## config.mk

```make
export PLATFORM = sky130hd
export DESIGN_NAME = uart_tx_fifo
export DESIGN_NICKNAME = d
export VERILOG_FILES = /design/src/rtl/uart_tx_fifo_pkg.sv /design/src/rtl/uart_tx_fifo_sync_fifo.sv /design/src/rtl/uart_tx_fifo.sv
export SDC_FILE = /design/constraint.sdc
export NUM_CORES = 1
export LEC_CHECK = 0
export BUFFER_PORTS_ARGS = -buffer_cell sky130_fd_sc_hd__buf_2
export CORE_ASPECT_RATIO = 1.1
export CORE_UTILIZATION = 25
export DETAILED_ROUTE_END_ITERATION = 8
export GPL_TIMING_DRIVEN = 0
export HOLD_SLACK_MARGIN = 0.03
export PLACE_DENSITY = 0.48
export SLEW_MARGIN = 20
export SYNTH_ARGS = -nofsm -noshare
export SYNTH_HDL_FRONTEND = slang
export SYNTH_SLANG_ARGS = --single-unit
```

## constraint.sdc

```tcl
create_clock -name clk -period 5.15 [get_ports clk]
set_input_delay 0.2575 -clock clk [delete_from_list [all_inputs] [get_ports clk]]
set_output_delay 0.2575 -clock clk [all_outputs]
set_load 0.05 [all_outputs]
```

## src/rtl/uart_tx_fifo_pkg.sv

```systemverilog
// uart_tx_fifo_pkg: shared types and default sizing for the UART transmit buffer.
// Holds the sequencer state encoding and the default FIFO geometry.
package uart_tx_fifo_pkg;

  localparam int TXF_DEPTH = 16;
  localparam int TXF_AW    = 4;
  localparam int TXF_WIDTH = 9;

  typedef enum logic [1:0] {
    TXF_IDLE = 2'd0,
    TXF_LOAD = 2'd1,
    TXF_KICK = 2'd2,
    TXF_BUSY = 2'd3
  } txf_state_e;

  // A byte is "in flight" once the transmitter has been (or is being) kicked.
  function automatic logic txf_in_flight(input txf_state_e st);
    return (st == TXF_KICK) || (st == TXF_BUSY);
  endfunction

endpackage

```

## src/rtl/uart_tx_fifo_sync_fifo.sv

```systemverilog
// uart_tx_fifo_sync_fifo: single-clock FIFO with AW+1-bit pointers.
// Occupancy is the pointer difference; the extra pointer bit separates full from empty.
// A synchronous clear empties the FIFO and wins over a same-cycle push or pop.
module uart_tx_fifo_sync_fifo #(
  parameter int DEPTH = 16,
  parameter int AW    = 4,
  parameter int WIDTH = 9
) (
  input  logic             clk,
  input  logic             reset,
  input  logic             clr,
  input  logic             wr_en,
  input  logic [WIDTH-1:0] wr_data,
  input  logic             rd_en,
  output logic [WIDTH-1:0] rd_data,
  output logic             full,
  output logic             empty,
  output logic [AW:0]      level
);

  localparam logic [AW:0] DEPTH_LV = (AW+1)'(DEPTH);
  localparam logic [AW:0] PTR_ONE  = {{AW{1'b0}}, 1'b1};

  logic [WIDTH-1:0] mem_r [DEPTH];
  logic [AW:0]      wr_ptr_r;
  logic [AW:0]      rd_ptr_r;
  logic             push_s;
  logic             pop_s;

  assign level   = wr_ptr_r - rd_ptr_r;
  assign full    = (level == DEPTH_LV);
  assign empty   = (level == {(AW+1){1'b0}});
  assign push_s  = wr_en && !full && !clr;
  assign pop_s   = rd_en && !empty && !clr;
  assign rd_data = mem_r[rd_ptr_r[AW-1:0]];

  // Pointer update: clear resets both, otherwise advance on push/pop (wrap is implicit).
  always_ff @(posedge clk or posedge reset) begin
    if (reset) begin
      wr_ptr_r <= {(AW+1){1'b0}};
      rd_ptr_r <= {(AW+1){1'b0}};
    end else if (clr) begin
      wr_ptr_r <= {(AW+1){1'b0}};
      rd_ptr_r <= {(AW+1){1'b0}};
    end else begin
      if (push_s) begin
        wr_ptr_r <= wr_ptr_r + PTR_ONE;
      end
      if (pop_s) begin
        rd_ptr_r <= rd_ptr_r + PTR_ONE;
      end
    end
  end

  // Storage write; entries are reset so the read port never shows unknown data.
  always_ff @(posedge clk or posedge reset) begin
    if (reset) begin
      for (int i = 0; i < DEPTH; i++) begin
        mem_r[i] <= {WIDTH{1'b0}};
      end
    end else if (push_s) begin
      mem_r[wr_ptr_r[AW-1:0]] <= wr_data;
    end
  end

endmodule

```

## src/rtl/uart_tx_fifo.sv

```systemverilog
// uart_tx_fifo: transmit buffer in front of the UART transmitter.
// Bus writes fill a FIFO of {tb8,data}; a sequencer pops one entry, presents it,
// pulses tx_ready for one cycle and waits for tx_irq (or uart_disable) before the next.
// Optional feature: define UART_TX_FIFO_THR_EN to enable the registered low-level
// threshold flag thr_irq; without it thr_irq is tied low and tx_thresh is unused.
module uart_tx_fifo #(
  parameter int DEPTH = uart_tx_fifo_pkg::TXF_DEPTH,
  parameter int AW    = uart_tx_fifo_pkg::TXF_AW
) (
  input  logic          clk,
  input  logic          reset,
  input  logic          wr_en,
  input  logic [7:0]    wr_data,
  input  logic          wr_tb8,
  input  logic          fifo_clr,
  input  logic          uart_disable,
  input  logic          tx_irq,
  output logic [7:0]    tx_data_reg,
  output logic          tx_tb8,
  output logic          tx_ready,
  output logic          tx_busy,
  output logic          full,
  output logic          empty,
  output logic [AW:0]   level,
  output logic          overflow,
  output logic          thr_irq,
  input  logic [AW-1:0] tx_thresh
);

  import uart_tx_fifo_pkg::*;

  txf_state_e           state_r;
  txf_state_e           state_next_s;
  logic                 pop_s;
  logic [TXF_WIDTH-1:0] head_s;
  logic                 full_s;
  logic                 empty_s;
  logic [AW:0]          level_s;
  logic                 overflow_r;
  logic [7:0]           tx_data_r;
  logic                 tx_tb8_r;

  uart_tx_fifo_sync_fifo #(
    .DEPTH (DEPTH),
    .AW    (AW),
    .WIDTH (TXF_WIDTH)
  ) u_fifo (
    .clk     (clk),
    .reset   (reset),
    .clr     (fifo_clr),
    .wr_en   (wr_en),
    .wr_data ({wr_tb8, wr_data}),
    .rd_en   (pop_s),
    .rd_data (head_s),
    .full    (full_s),
    .empty   (empty_s),
    .level   (level_s)
  );

  assign full        = full_s;
  assign empty       = empty_s;
  assign level       = level_s;
  assign overflow    = overflow_r;
  assign tx_data_reg = tx_data_r;
  assign tx_tb8      = tx_tb8_r;
  // The kick is suppressed whenever the transmitter is being disabled.
  assign tx_ready    = (state_r == TXF_KICK) && !uart_disable;
  assign tx_busy     = txf_in_flight(state_r);

  // Sequencer state register.
  always_ff @(posedge clk or posedge reset) begin
    if (reset) begin
      state_r <= TXF_IDLE;
    end else begin
      state_r <= state_next_s;
    end
  end

  // Sequencer next state and pop request.
  always_comb begin
    state_next_s = state_r;
    pop_s        = 1'b0;
    case (state_r)
      TXF_IDLE: begin
        if (!empty_s && !uart_disable) begin
          state_next_s = TXF_LOAD;
        end else begin
          state_next_s = TXF_IDLE;
        end
      end
      TXF_LOAD: begin
        // A flush between IDLE and LOAD can leave nothing to send; go back quietly.
        if (!empty_s) begin
          pop_s        = 1'b1;
          state_next_s = TXF_KICK;
        end else begin
          state_next_s = TXF_IDLE;
        end
      end
      TXF_KICK: begin
        state_next_s = TXF_BUSY;
      end
      TXF_BUSY: begin
        if (tx_irq || uart_disable) begin
          state_next_s = TXF_IDLE;
        end else begin
          state_next_s = TXF_BUSY;
        end
      end
      default: begin
        state_next_s = TXF_IDLE;
      end
    endcase
  end

  // Presented byte: captured only on a pop, held through KICK and BUSY.
  always_ff @(posedge clk or posedge reset) begin
    if (reset) begin
      tx_data_r <= 8'h00;
      tx_tb8_r  <= 1'b0;
    end else if (pop_s) begin
      tx_data_r <= head_s[7:0];
      tx_tb8_r  <= head_s[8];
    end
  end

  // Sticky overflow: set by a write into a full FIFO, cleared only by flush.
  always_ff @(posedge clk or posedge reset) begin
    if (reset) begin
      overflow_r <= 1'b0;
    end else if (fifo_clr) begin
      overflow_r <= 1'b0;
    end else if (wr_en && full_s) begin
      overflow_r <= 1'b1;
    end
  end

`ifdef UART_TX_FIFO_THR_EN
  logic thr_irq_r;

  // Low-water flag, refreshed every cycle and masked while disabled.
  always_ff @(posedge clk or posedge reset) begin
    if (reset) begin
      thr_irq_r <= 1'b0;
    end else begin
      thr_irq_r <= (level_s <= {1'b0, tx_thresh}) && !uart_disable;
    end
  end

  assign thr_irq = thr_irq_r;
`else
  logic unused_thresh_s;

  assign unused_thresh_s = ^tx_thresh;
  assign thr_irq         = 1'b0;
`endif

endmodule

```

==> key figures, run 1 <==
Status
  – Outcome: finished clean

Die
  – Core region area: 0.0305 mm^2
  – IO Pins: 39
  – Die Y: 187 um
  – Die width: 170 um
  – Die area: 0.0318 mm^2
  – Row cnt: 67
  – Initial Utilization: 0.255

Critical path
  – Crit Reg-Reg Endpoint: u_fifo.mem_r[89]
  – Element type at the critical path end: flip-flop
  – Worst setup path category: flip-flop to flip-flop
  – Critical path data arrival time: 3.86 ns
  – Setup slack, reg-to-reg: 1.60 ns
  – Worst Reg2Reg Path Length in Cells: 10
  – Required time worst endpoint: 5.46 ns
  – Peak fanout along the critical path: 10
  – Crit path launch type: flip-flop
  – Reg-to-reg startpoint: u_fifo.rd_ptr_r[1]

Finish
  – Area of the multi-input gates: 0.00346 mm^2
  – Number of fill cells: 3098
  – Final layout net count: 596
  – Fraction of final layout cells sized beyond drive strength 1: 0.479
  – Sequential cell area: 0.00415 mm^2
  – Flip-flop count of the largest register after layout: 144
  – Antenna cell count: 0
  – Area growth, synth to finish: 16.9%
  – Highest-count cells in the layout ignoring fill and taps: sky130_fd_sc_hd__dfrtp_1, sky130_fd_sc_hd__mux2_2, sky130_fd_sc_hd__buf_2, sky130_fd_sc_hd__mux4_2, sky130_fd_sc_hd__nand2_1
  – Leading cell type in the layout, fill and taps excluded: sky130_fd_sc_hd__dfrtp_1

Route
  – Vias/cell: 4.53
  – DRC Markers: 0
  – Number of vias after detailed routing: 4506
  – Drt pass-1 iters: 4
  – WL/cell: 19.5 um
  – Antenna Violating Nets Remaining: 0
  – Drt initial violations: 218
  – Total detailed-routing wirelength: 19300 um

Clock network
  – Sinks on the clock net: 166
  – Clock tree root driver cell: sky130_fd_sc_hd__clkbuf_16
  – Source-to-sink clock delay at the later pin of the worst-skew pair: 0.43 ns
  – TritonCTS clock tree: yes
  – Depth of the CTS H-tree: 4
  – Register clock-pin slew on the reported worst setup and hold paths: 0.07 ns
  – CTS Buf Count: 17
  – Maximum count of clock buffers along a single path: 2

Global routing
  – Initial antenna violation count: 0
  – Largest net degree at the start of global routing: 85
  – Number of global-route vias before repair: 5307
  – Global-route usage over all layers: 0.130
  – Wire length of the first global-routing pass: 30800 um
  – Global route overflow: 0

STA
  – Final worst path period need: 3.55 ns
  – Final Hold Slack: 0.118 ns
  – Hold Vio Cnt, Final: 0
  – Unrepaired setup endpoints after global routing: false
  – Worst slew margin relative to its limit: 0.409
  – Worst-margin pin slew: 0.887 ns
  – Number of setup violations in the final report: 0
  – Final WS setup: 1.60 ns
  – Number of max-slew violations in the final report: 0
  – Clock skew after layout: 0.00980 ns
  – Fraction of the cycle the final worst path needs: 0.689
  – Achievable clock frequency: 0.282 GHz

Placed design
  – RePlAce Congestion: 0.753
  – Setup Slack @ Placement: 1.59 ns
  – Port Buf Inserts: 33
  – Sum of net half-perimeters after detailed placement: 13200 um

Power
  – Total power per unit cell area: 443 mW/mm^2
  – Leakage power: 4.23 nW
  – Worst vdd ir: 275 uV

Logic synthesis
  – Top cell type's share of synthesized area: 0.534
  – Mapped Cells: 512
  – Post-Syn Nets: 541
  – YS warnings: 0
  – Number of unique standard cell types used by synthesis: 43
  – Post-synth top area cell: sky130_fd_sc_hd__dfrtp_1
  – Mean Syn Cell Area: 15.2 um^2
  – Post-synthesis sequential area ratio: 0.534
  – Main flop type after synthesis: sky130_fd_sc_hd__dfrtp_1
  – Top area cells in the synthesized netlist: sky130_fd_sc_hd__dfrtp_1, sky130_fd_sc_hd__mux2_2, sky130_fd_sc_hd__mux4_2
  – Seq cells post-synth: 166
  – Number of enable-type register cells in the synthesized netlist: 0
  – Post-synthesis async set-or-reset flop share: 1.00
  – Post-synth design cell area: 0.00778 mm^2

Min path
  – Hold-critical path depth: 3
  – Hold crit path type: input pin to flip-flop
  – Hold Startpoint: wr_en
  – End point of the worst hold path: overflow

Flow run
  – Number of max-cap violations: 0
## layer usage
metal	share of wire	global-route usage	wire (um)	vias to the layer above
li1	-	-	-	2003
met1	0.43	0.159	8240	2388
met2	0.52	0.224	10000	78
met3	0.028	0.0205	539	37
met4	0.028	0.0589	533	0
met5	0	0	0	-
## metrics by stage
| stage | instances | instance area (um^2) | setup TNS, ns | power (mW) | util |
|---|---|---|---|---|---|
| 2_1_floorplan | 512 | 7780 | 0 | 2.52 | - |
| 3_3_place_gp | 959 | 8460 | -188.10 | 2.78 | 0.277 |
| 3_5_place_dp | 960 | 8490 | 0 | 2.83 | 0.278 |
| 4_1_cts | 994 | 9090 | 0 | 4.09 | 0.298 |
| 5_1_grt | 994 | 9090 | 0 | 4.23 | 0.298 |
| 6_report | 994 | 9090 | 0 | 4.03 | 0.298 |
## how the worst max path moves through the flow
| stage | start | to | depth (start not counted) |
|---|---|---|---|
| after global routing | u_fifo.rd_ptr_r[1] | u_fifo.mem_r[89] | 10 |
| after CTS | u_fifo.rd_ptr_r[2] | tx_tb8 | 11 |
| after detailed placement | u_fifo.rd_ptr_r[2] | tx_tb8 | 11 |
| final | u_fifo.rd_ptr_r[1] | u_fifo.mem_r[89] | 10 |
| after global placement | reset | u_fifo.mem_r[122] | 2 |
| after floorplan | reset | overflow | 1 |
## synth_stat cells, drive strengths merged (6+ instances only)
master  instances
nand2          24
o22ai          18
ha              9
xor2            6
nand3          14
mux2          146
clkbuf         12
o31ai          10
dfrtp         166
a21oi           7
buf            11
nor2           16
inv            12
mux4           36
## power by group
group	internal (mW)	switching [mW]	leakage [nW]
clock	0.691	0.556	0.285
sequential	1.51	0.128	2.24
combinational	0.456	0.686	1.70
## cells by family after synthesis
family,synth area share
muxes,0.325
DFF,0.534
and+or+nand+nor,0.0547
AOI/OAI and AO/OA,0.0380
buffers and inverters,0.0203
adders and majority gates,0.0171
xor gates and xnor gates,0.00998
other,0.000482
## repair_timing
| action | 4_1_cts | 5_1_grt |
|---|---|---|
| endpoints found under the hold margin | 84 | 0 |
| hold buffers | 2 | 0 |
| gates resized for setup | 0 | 0 |
| buffers inserted | 0 | 0 |
## critical path: stages, from the launching register on
cell and delay [ns]:
sky130_fd_sc_hd__dfrtp_1 0.54, sky130_fd_sc_hd__buf_1 0.59, sky130_fd_sc_hd__inv_1 0.18, sky130_fd_sc_hd__ha_1 0.25, sky130_fd_sc_hd__a21oi_1 0.29, sky130_fd_sc_hd__a211o_1 0.21, sky130_fd_sc_hd__nand2_1 0.17, sky130_fd_sc_hd__a21boi_4 0.35
sky130_fd_sc_hd__buf_12 0.21, sky130_fd_sc_hd__nand3_4 0.24, sky130_fd_sc_hd__mux2_4 0.38
## layout make-up
cell class / instances / area share
Buffer: 23 / 0.0124
Clock buffer: 18 / 0.0483
Clock inverter: 14 / 0.0154
Inverter: 12 / 0.00578
Multi-Input combinational cell: 311 / 0.381
Sequential cell: 166 / 0.457
Tap cell: 414 / 0.0570
Timing Repair Buffer: 36 / 0.0234
Note: power is estimated with default switching activity, not from simulation.
==> run 2, diff against run 1 <==
clock period = 3.4 ns   (was 5.15 ns; I/O delays follow)
==> key figures, run 2 (synthesized netlist as in run 1, its figures left out) <==
Route
  – Drt pass-1 iters: 4
  – WL/cell: 19.5 um
  – Antenna Violating Nets Remaining: 0
  – Drt initial violations: 172
  – Vias/cell: 4.51
  – Total detailed-routing wirelength: 19400 um
  – DRC Markers: 0
  – Number of vias after detailed routing: 4507

Clock network
  – Sinks on the clock net: 166
  – CTS Buf Count: 17
  – Register clock-pin slew on the reported worst setup and hold paths: 0.07 ns
  – Post CTS Setup Buffer Count: 0
  – Source-to-sink clock delay at the later pin of the worst-skew pair: 0.43 ns
  – Maximum count of clock buffers along a single path: 2
  – TritonCTS clock tree: yes
  – Depth of the CTS H-tree: 4
  – Clock tree root driver cell: sky130_fd_sc_hd__clkbuf_16

STA
  – Unrepaired setup endpoints after global routing: false
  – Worst-margin pin slew: 0.880 ns
  – Worst slew margin relative to its limit: 0.413
  – Hold Vio Cnt, Final: 0
  – Fraction of the cycle the final worst path needs: 0.944
  – Number of setup violations in the final report: 0
  – Clock skew after layout: 0.0106 ns
  – Number of max-slew violations in the final report: 0
  – Achievable clock frequency: 0.312 GHz
  – Final worst path period need: 3.21 ns
  – Setup TNS: 0 ns

Finish
  – Highest-count cells in the layout ignoring fill and taps: sky130_fd_sc_hd__dfrtp_1, sky130_fd_sc_hd__mux2_2, sky130_fd_sc_hd__buf_2, sky130_fd_sc_hd__mux4_2, sky130_fd_sc_hd__nand2_1
  – Finished layout cell area: 0.00917 mm^2
  – Leading cell type in the layout, fill and taps excluded: sky130_fd_sc_hd__dfrtp_1
  – Fraction of final layout cells sized beyond drive strength 1: 0.485
  – Antenna cell count: 0
  – Flip-flop count of the largest register after layout: 144
  – Final layout net count: 601
  – Area growth, synth to finish: 17.9%

Critical path
  – Crit path launch type: flip-flop
  – Critical path data arrival time: 3.52 ns
  – Required time worst endpoint: 3.71 ns
  – Peak fanout along the critical path: 9
  – Cell-by-cell trace of the critical path: inv_1 -> ha_1 -> fa_1 -> nand2b_1 -> a21oi_2 -> xor2_2 -> inv_2 -> a21boi_4 -> nand3_2 -> mux2_2
  – Worst Reg2Reg Path Length in Cells: 10
  – Setup slack, reg-to-reg: 0.19 ns
  – Number of logic stages on the critical path including buffering: 10
  – Termination of the worst setup path: u_fifo.mem_r[26]
  – Element type at the critical path end: flip-flop
  – Source of the critical timing path: u_fifo.wr_ptr_r[0]
  – Dominant delay contributor by cell family on the critical path: adder cells
  – Worst setup path category: flip-flop to flip-flop
  – Worst path bufs/invs: 2
  – Cell type of the slowest stage on the worst timing path: sky130_fd_sc_hd__dfrtp_1
  – Reg-to-reg startpoint: u_fifo.wr_ptr_r[0]
  – Crit Reg-Reg Endpoint: u_fifo.mem_r[26]
  – Highest cell delay on the worst timing path: 0.45 ns

Die
  – Die Y: 187 um
  – Row cnt: 67
  – Core region area: 0.0305 mm^2
  – IO Pins: 39
  – Initial Utilization: 0.255
  – Die width: 170 um
  – Die area: 0.0318 mm^2

Placed design
  – Sum of net half-perimeters after detailed placement: 13500 um
  – RePlAce Congestion: 0.755
  – Port Buf Inserts: 33
  – Area of placed instances: 0.00857 mm^2

Global routing
  – Global-route usage over all layers: 0.132
  – Number of global-route vias before repair: 5140
  – Initial antenna violation count: 0
  – Wire length of the first global-routing pass: 30900 um
  – Largest net degree at the start of global routing: 38
  – Global route overflow: 0

Status
  – Outcome: finished clean

Power
  – Leakage power: 4.26 nW
  – Worst vdd ir: 373 uV
  – Total power per unit cell area: 660 mW/mm^2

Flow run
  – Number of max-cap violations: 0

Min path
  – Hold crit path type: input pin to flip-flop
[run 2: cell count changes in the layout (fill, tap and decap cells not counted), sizes merged]
cell | before | now
buf | 45 | 49
bufinv | 1 | 0
clkbuf | 30 | 31
clkinv | 7 | 6
clkinvlp | 1 | 2
dlygate4sd3 | 2 | 3
[run 2: worst min path at each step]
stage / startpoint / to / slack (ns) / cells after the start
5_1_grt: wr_data[2] / u_fifo.mem_r[29] / 0.07 / 2
3_3_place_gp: uart_disable / state_r[0] / 0.39 / 2
4_1_cts: tx_irq / state_r[1] / 0.05 / 4
3_5_place_dp: reset / u_fifo.wr_ptr_r[2] / 0.24 / 2
2_1_floorplan: uart_disable / state_r[0] / 0.27 / 1
6_report: wr_data[3] / u_fifo.mem_r[48] / 0.07 / 2
[run 2: worst reg2reg max path, cell delays in order, from the launching register on]
cell and delay [ns]:
sky130_fd_sc_hd__dfrtp_1 0.45, sky130_fd_sc_hd__inv_1 0.13, sky130_fd_sc_hd__ha_1 0.22, sky130_fd_sc_hd__fa_1 0.41
sky130_fd_sc_hd__nand2b_1 0.18, sky130_fd_sc_hd__a21oi_2 0.18, sky130_fd_sc_hd__xor2_2 0.26, sky130_fd_sc_hd__inv_2 0.11
sky130_fd_sc_hd__a21boi_4 0.30, sky130_fd_sc_hd__nand3_2 0.43, sky130_fd_sc_hd__mux2_2 0.43
[run 2: routing by layer]
| metal | track usage | routed length (um) | up-vias |
|---|---|---|---|
| li1 | - | - | 2031 |
| met1 | 0.162 | 8230 | 2392 |
| met2 | 0.231 | 10300 | 66 |
| met3 | 0.0218 | 612 | 18 |
| met4 | 0.0440 | 318 | 0 |
| met5 | 0 | 0 | - |
[run 2: area by class of cell]
cell class / instances / area [um^2]
Multi-Input combinational cell: 311 / 3460
Buffer: 23 / 115
Inverter: 12 / 48.8
Clock inverter: 13 / 111
Fill cell: 3108 / 21300
Sequential cell: 166 / 4150
Timing Repair Buffer: 41 / 303
Clock buffer: 19 / 453
Tap cell: 414 / 518
[run 2: power by group]
group | total [mW] | leakage [nW] | switching (mW) | internal, mW
combinational | 1.74 | 1.74 | 1.04 | 0.701
sequential | 2.49 | 2.24 | 0.197 | 2.29
clock | 1.82 | 0.277 | 0.830 | 0.994
[run 2: repair_timing]
action | 4_1_cts | 5_1_grt
resized for setup | 2 | 0
hold buffers | 3 | 0
endpoints found under the hold margin | 22 | 0
endpoints found under the setup margin | 154 | 0
[run 2: metrics by stage]
stage / setup slack, ns / hold WS (ns) / cells / total power, mW / util
6_report: 0.192 / 0.0650 / 999 / 6.05 / 0.300
5_1_grt: 0.0254 / 0.0672 / 999 / 6.36 / 0.300
4_1_cts: 0.159 / 0.0506 / 999 / 6.14 / 0.300
3_5_place_dp: -0.176 / 0.245 / 964 / 4.29 / 0.281
3_3_place_gp: -0.0537 / 0.389 / 959 / 4.21 / 0.277
2_1_floorplan: 0.0615 / 0.271 / 512 / 3.82 / -
